File: config.mk
export PLATFORM = sky130hd
export DESIGN_NAME = q16_16_div_sched
export DESIGN_NICKNAME = d
export VERILOG_FILES = /design/src/rtl/q16_16_div_sched.sv
export SDC_FILE = /design/constraint.sdc
export NUM_CORES = 1
export LEC_CHECK = 0
export CORE_AREA = 4 4 158 160
export CTS_BUF_LIST = sky130_fd_sc_hd__clkbuf_8
export DETAILED_ROUTE_END_ITERATION = 8
export DIE_AREA = 0 0 162 164
export PLACE_DENSITY = 0.65
export SYNTH_ARGS = -nofsm -noshare
export SYNTH_HDL_FRONTEND = slang
export SYNTH_SLANG_ARGS = --single-unit
File: constraint.sdc
create_clock -name i_clk -period 2.67 [get_ports i_clk]
set_input_delay 0.534 -clock i_clk [delete_from_list [all_inputs] [get_ports i_clk]]
set_output_delay 0.534 -clock i_clk [all_outputs]
set_load 0.005 [all_outputs]
File: src/rtl/q16_16_div_sched.sv
`default_nettype none
// ============================================================================
// Module      : q16_16_div_sched
// Description : Round-robin scheduler sharing one serial Q16.16 divider
//               between NUM_REQ requesters. Latches the winner's operands,
//               pulses the divider start, waits for done (with a watchdog)
//               and returns the quotient over a valid/ready response.
//               A post-reset quiet period lets an unreset divider drain.
//               Optional macro Q16_16_DIV_SCHED_DIV0_SAT_EN: divisor 0 is
//               answered locally with a saturated quotient.
// Revision    : 1.0 - initial release
// ============================================================================
module q16_16_div_sched #(
  parameter int NUM_REQ         = 4,
  parameter int DIV_LATENCY_MAX = 40
) (
  input  logic                    i_clk,
  input  logic                    i_rst_n,
  input  logic [NUM_REQ-1:0]      i_req_valid,
  output logic [NUM_REQ-1:0]      o_req_ready,
  input  logic [32*NUM_REQ-1:0]   i_req_dividend,
  input  logic [32*NUM_REQ-1:0]   i_req_divisor,
  output logic [NUM_REQ-1:0]      o_rsp_valid,
  input  logic [NUM_REQ-1:0]      i_rsp_ready,
  output logic [31:0]             o_rsp_quotient,
  output logic                    o_rsp_div0,
  output logic                    o_div_start,
  output logic [31:0]             o_div_dividend,
  output logic [31:0]             o_div_divisor,
  input  logic [31:0]             i_div_quotient,
  input  logic                    i_div_done,
  output logic                    o_busy,
  output logic                    o_timeout
);

  localparam int c_idx_w = (NUM_REQ > 1) ? $clog2(NUM_REQ) : 1;
  localparam int c_cnt_w = $clog2(DIV_LATENCY_MAX + 1);

  localparam logic [c_cnt_w-1:0] c_quiet_last = c_cnt_w'(DIV_LATENCY_MAX);
  localparam logic [c_cnt_w-1:0] c_wd_last    = c_cnt_w'(DIV_LATENCY_MAX - 1);
  localparam logic [c_idx_w-1:0] c_idx_last   = c_idx_w'(NUM_REQ - 1);
  localparam logic [NUM_REQ-1:0] c_one        = NUM_REQ'(1);

  typedef enum logic [2:0] {
    ST_INIT  = 3'd0,
    ST_IDLE  = 3'd1,
    ST_ISSUE = 3'd2,
    ST_WAIT  = 3'd3,
    ST_RESP  = 3'd4
  } state_t;

  state_t               state_q, state_d;
  logic [c_cnt_w-1:0]   cnt_q, cnt_d;        // quiet-period and watchdog counter
  logic [c_idx_w-1:0]   rr_q, rr_d;
  logic [c_idx_w-1:0]   grant_q, grant_d;
  logic [31:0]          dividend_q, dividend_d;
  logic [31:0]          divisor_q, divisor_d;
  logic [31:0]          result_q, result_d;
  logic                 timeout_q, timeout_d;
  logic                 busy_q, busy_d;

  logic [31:0]          w_dividend [NUM_REQ];
  logic [31:0]          w_divisor  [NUM_REQ];
  logic                 w_gnt_found;
  logic [c_idx_w-1:0]   w_gnt_idx;

  // Split the packed operand buses into per-requester words.
  for (genvar g = 0; g < NUM_REQ; g++) begin : g_unpack
    assign w_dividend[g] = i_req_dividend[32*g +: 32];
    assign w_divisor[g]  = i_req_divisor[32*g +: 32];
  end

  // Round-robin search: first valid requester at or after the pointer.
  always_comb begin
    int k;
    w_gnt_found = 1'b0;
    w_gnt_idx   = '0;
    k           = 0;
    for (int i = 0; i < NUM_REQ; i++) begin
      k = int'(rr_q) + i;
      if (k >= NUM_REQ) begin
        k = k - NUM_REQ;
      end
      if (!w_gnt_found && i_req_valid[c_idx_w'(k)]) begin
        w_gnt_found = 1'b1;
        w_gnt_idx   = c_idx_w'(k);
      end
    end
  end

`ifdef Q16_16_DIV_SCHED_DIV0_SAT_EN
  logic div0_q, div0_d;
`endif

  // Next-state and datapath update logic.
  always_comb begin
    state_d    = state_q;
    cnt_d      = cnt_q;
    rr_d       = rr_q;
    grant_d    = grant_q;
    dividend_d = dividend_q;
    divisor_d  = divisor_q;
    result_d   = result_q;
    timeout_d  = timeout_q;
`ifdef Q16_16_DIV_SCHED_DIV0_SAT_EN
    div0_d     = div0_q;
`endif
    case (state_q)
      ST_INIT: begin
        // The divider has no reset; hold off until any in-flight divide drains.
        if (cnt_q == c_quiet_last) begin
          cnt_d   = '0;
          state_d = ST_IDLE;
        end else begin
          cnt_d = cnt_q + c_cnt_w'(1);
        end
      end
      ST_IDLE: begin
        if (w_gnt_found) begin
          grant_d    = w_gnt_idx;
          dividend_d = w_dividend[w_gnt_idx];
          divisor_d  = w_divisor[w_gnt_idx];
          cnt_d      = '0;
          state_d    = ST_ISSUE;
`ifdef Q16_16_DIV_SCHED_DIV0_SAT_EN
          div0_d = 1'b0;
          if (w_divisor[w_gnt_idx] == 32'd0) begin
            div0_d   = 1'b1;
            result_d = w_dividend[w_gnt_idx][31] ? 32'h8000_0001 : 32'h7FFF_FFFF;
            state_d  = ST_RESP;
          end
`endif
        end
      end
      ST_ISSUE: begin
        cnt_d   = '0;
        state_d = ST_WAIT;
      end
      ST_WAIT: begin
        if (i_div_done) begin
          result_d = i_div_quotient;
          state_d  = ST_RESP;
        end else if (cnt_q == c_wd_last) begin
          // Lost done: answer zero and flag it until the next reset.
          result_d  = 32'd0;
          timeout_d = 1'b1;
          state_d   = ST_RESP;
        end else begin
          cnt_d = cnt_q + c_cnt_w'(1);
        end
      end
      ST_RESP: begin
        if (i_rsp_ready[grant_q]) begin
          rr_d    = (grant_q == c_idx_last) ? '0 : grant_q + c_idx_w'(1);
          state_d = ST_IDLE;
        end
      end
      default: begin
        state_d = ST_INIT;
        cnt_d   = '0;
      end
    endcase
    busy_d = (state_d != ST_IDLE);
  end

  // State and datapath registers.
  always_ff @(posedge i_clk or negedge i_rst_n) begin
    if (!i_rst_n) begin
      state_q    <= ST_INIT;
      cnt_q      <= '0;
      rr_q       <= '0;
      grant_q    <= '0;
      dividend_q <= '0;
      divisor_q  <= '0;
      result_q   <= '0;
      timeout_q  <= 1'b0;
      busy_q     <= 1'b0;
    end else begin
      state_q    <= state_d;
      cnt_q      <= cnt_d;
      rr_q       <= rr_d;
      grant_q    <= grant_d;
      dividend_q <= dividend_d;
      divisor_q  <= divisor_d;
      result_q   <= result_d;
      timeout_q  <= timeout_d;
      busy_q     <= busy_d;
    end
  end

`ifdef Q16_16_DIV_SCHED_DIV0_SAT_EN
  // Divide-by-zero flag travels with the response.
  always_ff @(posedge i_clk or negedge i_rst_n) begin
    if (!i_rst_n) begin
      div0_q <= 1'b0;
    end else begin
      div0_q <= div0_d;
    end
  end
  assign o_rsp_div0 = div0_q;
`else
  assign o_rsp_div0 = 1'b0;
`endif

  assign o_req_ready    = (state_q == ST_IDLE && w_gnt_found) ? (c_one << w_gnt_idx) : '0;
  assign o_rsp_valid    = (state_q == ST_RESP) ? (c_one << grant_q) : '0;
  assign o_rsp_quotient = result_q;
  assign o_div_start    = (state_q == ST_ISSUE);
  assign o_div_dividend = dividend_q;
  assign o_div_divisor  = divisor_q;
  assign o_busy         = busy_q;
  assign o_timeout      = timeout_q;

endmodule
`default_nettype wire

# Word level (Yosys, flattened, before mapping)
# Cells that the tools add are included.
op_classes:
  n_reduce_logical: 14
  eq_ne: 11
  n_mux: 48
  n_lt_le_gt_ge: 10
  n_shift: 2
  addsub: 9
  n_bitwise: 3
ops:
  columns: ["cell", "count"]
  rows:
  - ["32-bit two-way mux", 6]
  - ["32-bit binary-select mux with 2-bit select", 2]
  - ["6-bit two-way mux", 4]
  - ["6-bit case mux with 4 select lines", 1]
  - ["2-bit two-way mux", 9]
  - ["2-bit by 4-bit less-than comparator with 1-bit output, second input constant", 4]
  - ["3-bit two-way mux", 5]
  - ["3-bit case mux with 5 select lines", 1]
  - ["1-bit two-way mux", 13]
  - ["6-bit == test, second input constant", 2]
  - ["3-bit >= comparator, second input constant", 4]
  - ["1-bit binary-select mux with 2-bit select", 5]
  - ["4-bit two-way mux", 2]
  - ["1-bit by 2-bit left shift with 4-bit output, first input constant", 2]
  - ["2-bit by 1-bit subtractor with 2-bit output, second input constant", 4]
  - ["2-bit by 2-bit adder with 3-bit output, second input constant", 2]
  - ["6-bit by 1-bit adder with 6-bit output, second input constant", 1]
  - ["3-bit by 2-bit == test with 1-bit output, second input constant", 2]
  - ["2-bit inequality test, second input constant", 3]
  - ["2-bit AND reduction", 3]
  - ["1-bit logical AND", 4]
  - ["4-bit AND reduction", 1]
  - ["2-bit by 1-bit adder with 3-bit output, second input constant", 1]
  - ["3-bit by 1-bit == test with 1-bit output, second input constant", 1]
  - ["12 further kinds", 15]
totals:
  inputBits: 299
  elab_cells: 106
  regBits: 111
  output_inout_bits: 108

# Logic depth before layout (Yosys ltp)
# Gate-level depths: netlist (run 1).
depth:
  ltp_word: 19
  ltp_mapped: 8
  mapped_depth_nobuf: 7

# Worst setup path before layout (run 1)
# Ideal clock, no wire load.
synth_timing:
  path_kind: "input to output"
  start: "input i_req_valid[1]"
  end: "output o_req_ready[0]"
  n_path_buf: 2
  setup_slack_ns: 0.387
  arrival_ns: 1.749
  required_ns: 2.136
  path_stages: 6
  cell_sequence: "buf_6 or4_4 and2_1 nand2_1 buf_4 nor2_1"
synth_via:
  elab_chain_len: 15
  word_cells_on_any_way: 29
  cone_classes: "shift: 1; mux: 21; reduce/logical: 7"
synth_lines:
  columns: ["item", "line_no", "rtl"]
  rows:
  - ["from (decl)", "19", "input logic [NUM_REQ-1:0] i_req_valid,"]
  - ["1-bit binary-select mux with 2-bit select", "84", "if (!w_gnt_found && i_req_valid[c_idx_w'(k)]) begin"]
  - ["1-bit two-way mux (implied by the code) (2 in a row)", "84", null]
  - ["1-bit two-way mux", "84", null]
  - ["1-bit logical NOT", "84", null]
  - ["1-bit logical AND", "84", null]
  - ["1-bit two-way mux", "84", null]
  - ["1-bit logical NOT", "84", null]
  - ["1-bit logical AND", "84", null]
  - ["1-bit two-way mux", "84", null]
  - ["1-bit logical NOT", "84", null]
  - ["1-bit logical AND", "84", null]
  - ["2-bit two-way mux / 1-bit two-way mux (equally long branches)", "84", null]
  - ["1-bit by 2-bit left shift with 4-bit output / 1-bit logical AND (equally long branches)", "205", "assign o_req_ready = (state_q == ST_IDLE && w_gnt_found) ? (c_one << w_gnt_idx) : '0;"]
  - ["4-bit two-way mux (*)", "205", null]
  - ["to (decl)", "20", "output logic [NUM_REQ-1:0] o_req_ready,"]
# Mark *: on every way between the ends. The rest lies on a longest branch, timed or not. The select of a mux whose other input is x is not followed.

# Worst setup path in the final report (run 1)
layout_timing:
  start: "input i_req_valid[1]"
  end: "output o_req_ready[1]"
# Same word-level chain as after synthesis.

==> results.cfg, run 1 <==
[outcome]
outcome = finished, final reports clean

[detailed_routing]
num_vias = 6470
drt_wl_total_microns = 27300
viasPerCell = 4.95
drt_iter0_drc = 398
avgRoutedWirePerCell_microns = 20.9
drc_errors = 0
dr.pass1.iters = 4
ant_nets = 0

[final_layout]
final_cell_count_no_fill = 1308
final_cell_mix = clkdlybuf4s50_1 (397), dfrtp_1 (109), mux2i_1 (64), a22o_1 (54), buf_4 (47)
layout-drive-gt1-share_pct = 9.91
antenna_cells = 0
syn_to_final_growth_pct = 78.4
final_common_cell = clkdlybuf4s50_1
fin_nets = 1289

[power]
p_leak_nw = 4.59
ir_worst_vdd_uv = 334
power_density_mw_per_mm2 = 875

[sta]
setup_viol = 0
min_period_ns = 2.61
slew_headroom_pct = 27.6
setup_ws_ns = 0.0640
skew_ns = 0.0157
rsz0062_at_grt = no
final_hold_viol_count = 0
clock.fmax_ghz = 0.384
post-route-period-util_pct = 97.6
slew_viol_final = 0
worst_slew_pin_slew_ns = 1.08

[critical_path]
critPathCaptureType = output pin
crit_family = buffers and inverters
start_kind = input pin
crit_chain = dlygate4sd2_1 -> or4_4 -> buf_4 -> nand2_4 -> nor3_4 -> buf_4 -> dlygate4sd2_1
cpMaxStageDelayCell = or4_4
critPathMaxFanout = 5
crit_arrival_ns = 2.07
cp.required_ns = 2.14
crit_type = input pin to output pin
max_stage_delay_ns = 0.54
path_buf_inv = 4

[cts]
clk_transition_reported_paths_ns = 0.14
cts_tree = built
clk_path_buf_depth = 2
clock-sinks = 111
root_buffer = clkbuf_8
clkLatencyLatePin_ns = 0.41
cts_max_level = 3
cts_buffers = 9
ctsHoldBuffers = 0

[yosys]
yosysSeqAreaShare_pct = 44.7
synth-edff-count = 0
synthCells = 567
synth-seq-cells = 111
syn-num-nets = 872
synth_area_sq_mm = 0.00621
synth_cell_types = 59
syn-mean-instance-area_sq_um = 11.0
yosysWarningCount = 0
synth_flop_cell = dfrtp_1
async_reset_ff_share_pct = 100

[place]
place_congestion = 0.844
placedCellCount = 1288
io_buffers = 405
place_ws_ns = -0.563
hpwl_microns = 21600

[floorplan]
coreArea_sq_mm = 0.0234
die_w_microns = 162
pin_count = 407
dieArea_sq_mm = 0.0266
die_h_microns = 164
initial_core_util_pct = 26.5
rows = 56

[global_route]
grt_pass1_vias = 6745
grt_usage_pct = 19.7
grt_overflow = 0
antenna_found_initial = 2
grt_pass1_wl_microns = 40600
grt_max_degree = 42

[worst_hold_path]
hp-class = input pin to async pin

[flow_run]
cap_violations = 0
final timing paths:
| path | from | to | cells past startpoint | slack, ns |
|---|---|---|---|---|
| worst max-delay path | i_req_valid[1] | o_req_ready[1] | 7 | 0.06 |
| worst min-delay path | i_rst_n | o_rsp_quotient[4] | 1 | 0.1 |
| worst max register to register | state_q[2] | o_div_dividend[14] | 7 | 0.20 |
| worst min register to register | o_timeout | o_timeout | 1 | 0.49 |
| max in group asynchronous | i_rst_n | o_div_dividend[15] | 2 | 1.78 |
| min in group i_clk | o_timeout | o_timeout | 1 | 0.49 |
logic make-up after synthesis:
| logic type | after synthesis | share of synthesized area, % |
|---|---|---|
| compound gates | 172 | 22.7 |
| flops | 111 | 44.7 |
| fa+ha+maj | 6 | 1.21 |
| simple gates | 126 | 10.7 |
| mux | 89 | 15.0 |
| buf+inv | 62 | 5.50 |
| other cells | 1 | 0.0604 |
metal layers:
metal | share of wire [%] | routed length [microns] | GRT usage (%)
met5 | 0.12 | 32 | 0
met3 | 7.5 | 2050 | 5.22
met4 | 1.8 | 495 | 5.31
met1 | 40 | 11000 | 24.2
met2 | 50 | 13700 | 34.3
through the flow:
step	total power (W)	area (sq um)	hold WS, ns	util (%)	setup TNS (ns)
after floorplan	0.00565	6210	0.238	-	0
after global placement	0.00850	10800	0.459	46.2	-12.75
after detailed placement	0.00857	10800	0.468	46.2	-15.63
after CTS	0.00980	11100	0.0950	47.3	0
after global routing	0.0104	11100	0.103	47.3	0
final	0.00970	11100	0.0982	47.3	0
flip-flops by register name, indices dropped and copies added (netlist names):
name and cells:
cnt_q 6, o_busy 1, grant_q 2, rr_q 2, state_q 3, o_div_dividend 32, o_div_divisor 32, o_rsp_quotient 32
o_timeout 1
power breakdown:
| part | internal (W) | switching (W) | leakage, nW |
|---|---|---|---|
| sequential | 0.00244 | 0.000473 | 1.39 |
| combinational | 0.00324 | 0.00244 | 3.10 |
| clock | 0.000380 | 0.000727 | 0.105 |
cell type report:
cell class | instances | area (sq um)
fill | 2238 | 12300
timing repair buffer | 457 | 4500
multi-input combinational | 394 | 3140
sequential | 111 | 2780
tap | 319 | 399
clock buffer | 9 | 124
clock inverter | 7 | 86.3
inverter | 11 | 41.3
worst register-to-register path, delay by kind of cell (launching register included):
family | cells | cell delay (ns)
buffers and inverters | 2 | 0.38
AND/OR/NAND/NOR | 3 | 0.47
flip-flops | 1 | 0.48
AO/OA/AOI/OAI | 2 | 1.07
synth_stat cells, drive strengths merged, types with 10 or more instances:
cell	number	area share (%)
dfrtp	111	45
mux2i	64	10
a22o	54	7.6
nand2	49	3.1
buf	33	3.6
o221ai	31	4.4
nand3	27	2.3
mux2	24	4.4
a221o	22	3.5
o21ai	21	1.7
clkbuf	18	1.3
nand4	12	1.2
a21o	11	1.3
inv	11	0.66
a21oi	10	0.87
a32oi	10	1.4
what timing repair did:
action                     4_1_cts  5_1_grt
setup buffers                    3        1
pin swaps                        3        0
setup endpoints to repair        7        7
resized for setup               17        4
(Power assumes the default switching activity.)
==> run 2, diff against run 1 <==
- PLACE_DENSITY: 0.65 -> 0.69
==> results.cfg, run 2 (synthesized netlist as in run 1, its figures left out) <==
[floorplan]
pin_count = 407
die_h_microns = 164
initial_core_util_pct = 26.5
coreArea_sq_mm = 0.0234
dieArea_sq_mm = 0.0266
rows = 56
die_w_microns = 162

[critical_path]
crit_arrival_ns = 2.06
crit_start = i_req_valid[1]
critPathMaxFanout = 6
cpMaxStageDelayCell = or4_4
reg2regPathDepth = 8
crit_type = input pin to output pin
r2r_end = o_div_divisor[1]
cp.depth = 7
cp.required_ns = 2.14
max_stage_delay_ns = 0.54
path_buf_inv = 3
crit_family = simple AND/OR/NAND/NOR gates
endpoint = o_req_ready[0]
start_kind = input pin
worst_r2r_startpoint = rr_q[0]
critPathCaptureType = output pin
r2r_setup_slack_ns = 0.49
crit_chain = clkdlybuf4s15_1 -> or4_4 -> and2_1 -> nand2_1 -> nor2_1 -> buf_4 -> dlygate4sd2_1

[sta]
setup_viol = 0
final_hold_viol_count = 0
worst_slew_pin_slew_ns = 0.583
clock.fmax_ghz = 0.386
rsz0062_at_grt = no
hold_ws_ns = 0.0784
slew_viol_final = 0
fin_tns_setup_ns = 0
min_period_ns = 2.59
skew_ns = 0.0235
slew_headroom_pct = 60.9
post-route-period-util_pct = 97.1

[global_route]
grt_pass1_vias = 6712
grt_overflow = 0
antenna_found_initial = 0
grt_usage_pct = 19.3
grt_max_degree = 59
grt_pass1_wl_microns = 39700

[place]
placed_area_sq_mm = 0.0109
place_congestion = 0.797
hpwl_microns = 21100
io_buffers = 405

[cts]
clk_path_buf_depth = 2
clk_transition_reported_paths_ns = 0.13
cts_tree = built
root_buffer = clkbuf_8
ctsHoldBuffers = 0
cts_max_level = 3
clkLatencyLatePin_ns = 0.40
cts_buffers = 9
clock-sinks = 111

[final_layout]
final_cell_mix = clkdlybuf4s50_1 (396), dfrtp_1 (109), mux2i_1 (64), a22o_1 (54), buf_4 (47)
antenna_cells = 0
syn_to_final_growth_pct = 79.5
layout-drive-gt1-share_pct = 10.2
final_common_cell = clkdlybuf4s50_1
fin_nets = 1292
fin_area_sq_mm = 0.0111
final_core_util_pct = 47.6

[outcome]
outcome = finished, final reports clean

[flow_run]
cap_violations = 0

[power]
p_leak_nw = 4.62
power_density_mw_per_mm2 = 882
ir_worst_vdd_uv = 318
finalPower_w = 0.00983

[detailed_routing]
drt_iter0_drc = 299
viasPerCell = 4.92
avgRoutedWirePerCell_microns = 20.7
dr.pass1.iters = 5
drc_errors = 0
num_vias = 6452
ant_nets = 0
drt_wl_total_microns = 27100

[worst_hold_path]
hp-class = input pin to async pin
run 2: cell types whose count changed in the layout (fill, tap and decap cells not counted), sizes merged:
cell           delta
clkinv            +1
bufinv            +1
clkdlybuf4s50     -1
clkdlybuf4s15     +2
buf               +4
inv               -2
dlygate4sd2       -2
run 2: what timing repair did:
item                       4_1_cts  5_1_grt
setup endpoints to repair        6        2
gates resized for setup         18        5
buffers inserted                 2        3
pin swaps                        3        1
run 2: routing by layer:
metal | vias up | wire, microns | GRT usage [%]
met1 | 3116 | 10900 | 23.4
met2 | 289 | 13700 | 34.7
met3 | 17 | 2080 | 4.82
met4 | 0 | 431 | 4.46
met5 | - | 0 | 0
li1 | 3030 | - | -
run 2: stage by stage:
stage | instances | worst slack, ns
2_1_floorplan | 567 | 0.387
3_3_place_gp | 1290 | -0.610
3_5_place_dp | 1290 | -0.593
4_1_cts | 1308 | 0.0382
5_1_grt | 1311 | 0.00655
6_report | 1311 | 0.0774
run 2: worst min path at each step:
| stage | start | endpoint | slack [ns] | depth (start not counted) |
|---|---|---|---|---|
| 2_1_floorplan | i_rst_n | cnt_q[0] | 0.24 | 0 |
| 3_3_place_gp | o_timeout | o_timeout | 0.46 | 1 |
| 3_5_place_dp | o_div_divisor[31] | o_div_divisor[31] | 0.48 | 2 |
| 4_1_cts | i_rst_n | o_rsp_quotient[20] | 0.08 | 1 |
| 5_1_grt | i_rst_n | o_rsp_quotient[13] | 0.09 | 1 |
| 6_report | i_rst_n | o_rsp_quotient[20] | 0.08 | 1 |
run 2: where the power goes:
| part | switching (W) | internal, W |
|---|---|---|
| combinational | 0.00250 | 0.00327 |
| sequential | 0.000480 | 0.00244 |
| clock | 0.000673 | 0.000465 |
| total | 0.00366 | 0.00618 |
run 2: area by class of cell:
cell class                      instances  area (sq um)
Fill cell                            2241         12300
Timing Repair Buffer                  460          4560
Multi-Input combinational cell        394          3140
Sequential cell                       111          2780
Tap cell                              319           399
Clock buffer                            9           124
Clock inverter                          7           105
Inverter                               11          41.3
run 2: worst reg2reg max path, cell delays in order (launching register included):
cell,delay (ns)
dfrtp_2,0.45
nand2b_1,0.15
buf_4,0.11
o2111ai_2,0.17
nand2_4,0.09
buf_4,0.24
buf_12,0.20
mux2_2,0.34
a221o_1,0.30
==> run 3, diff against run 2 <==
- SLEW_MARGIN: default -> 20
==> results of run 3 <==
Same layout as run 2: the final DEF is identical, and so are final timing and power.
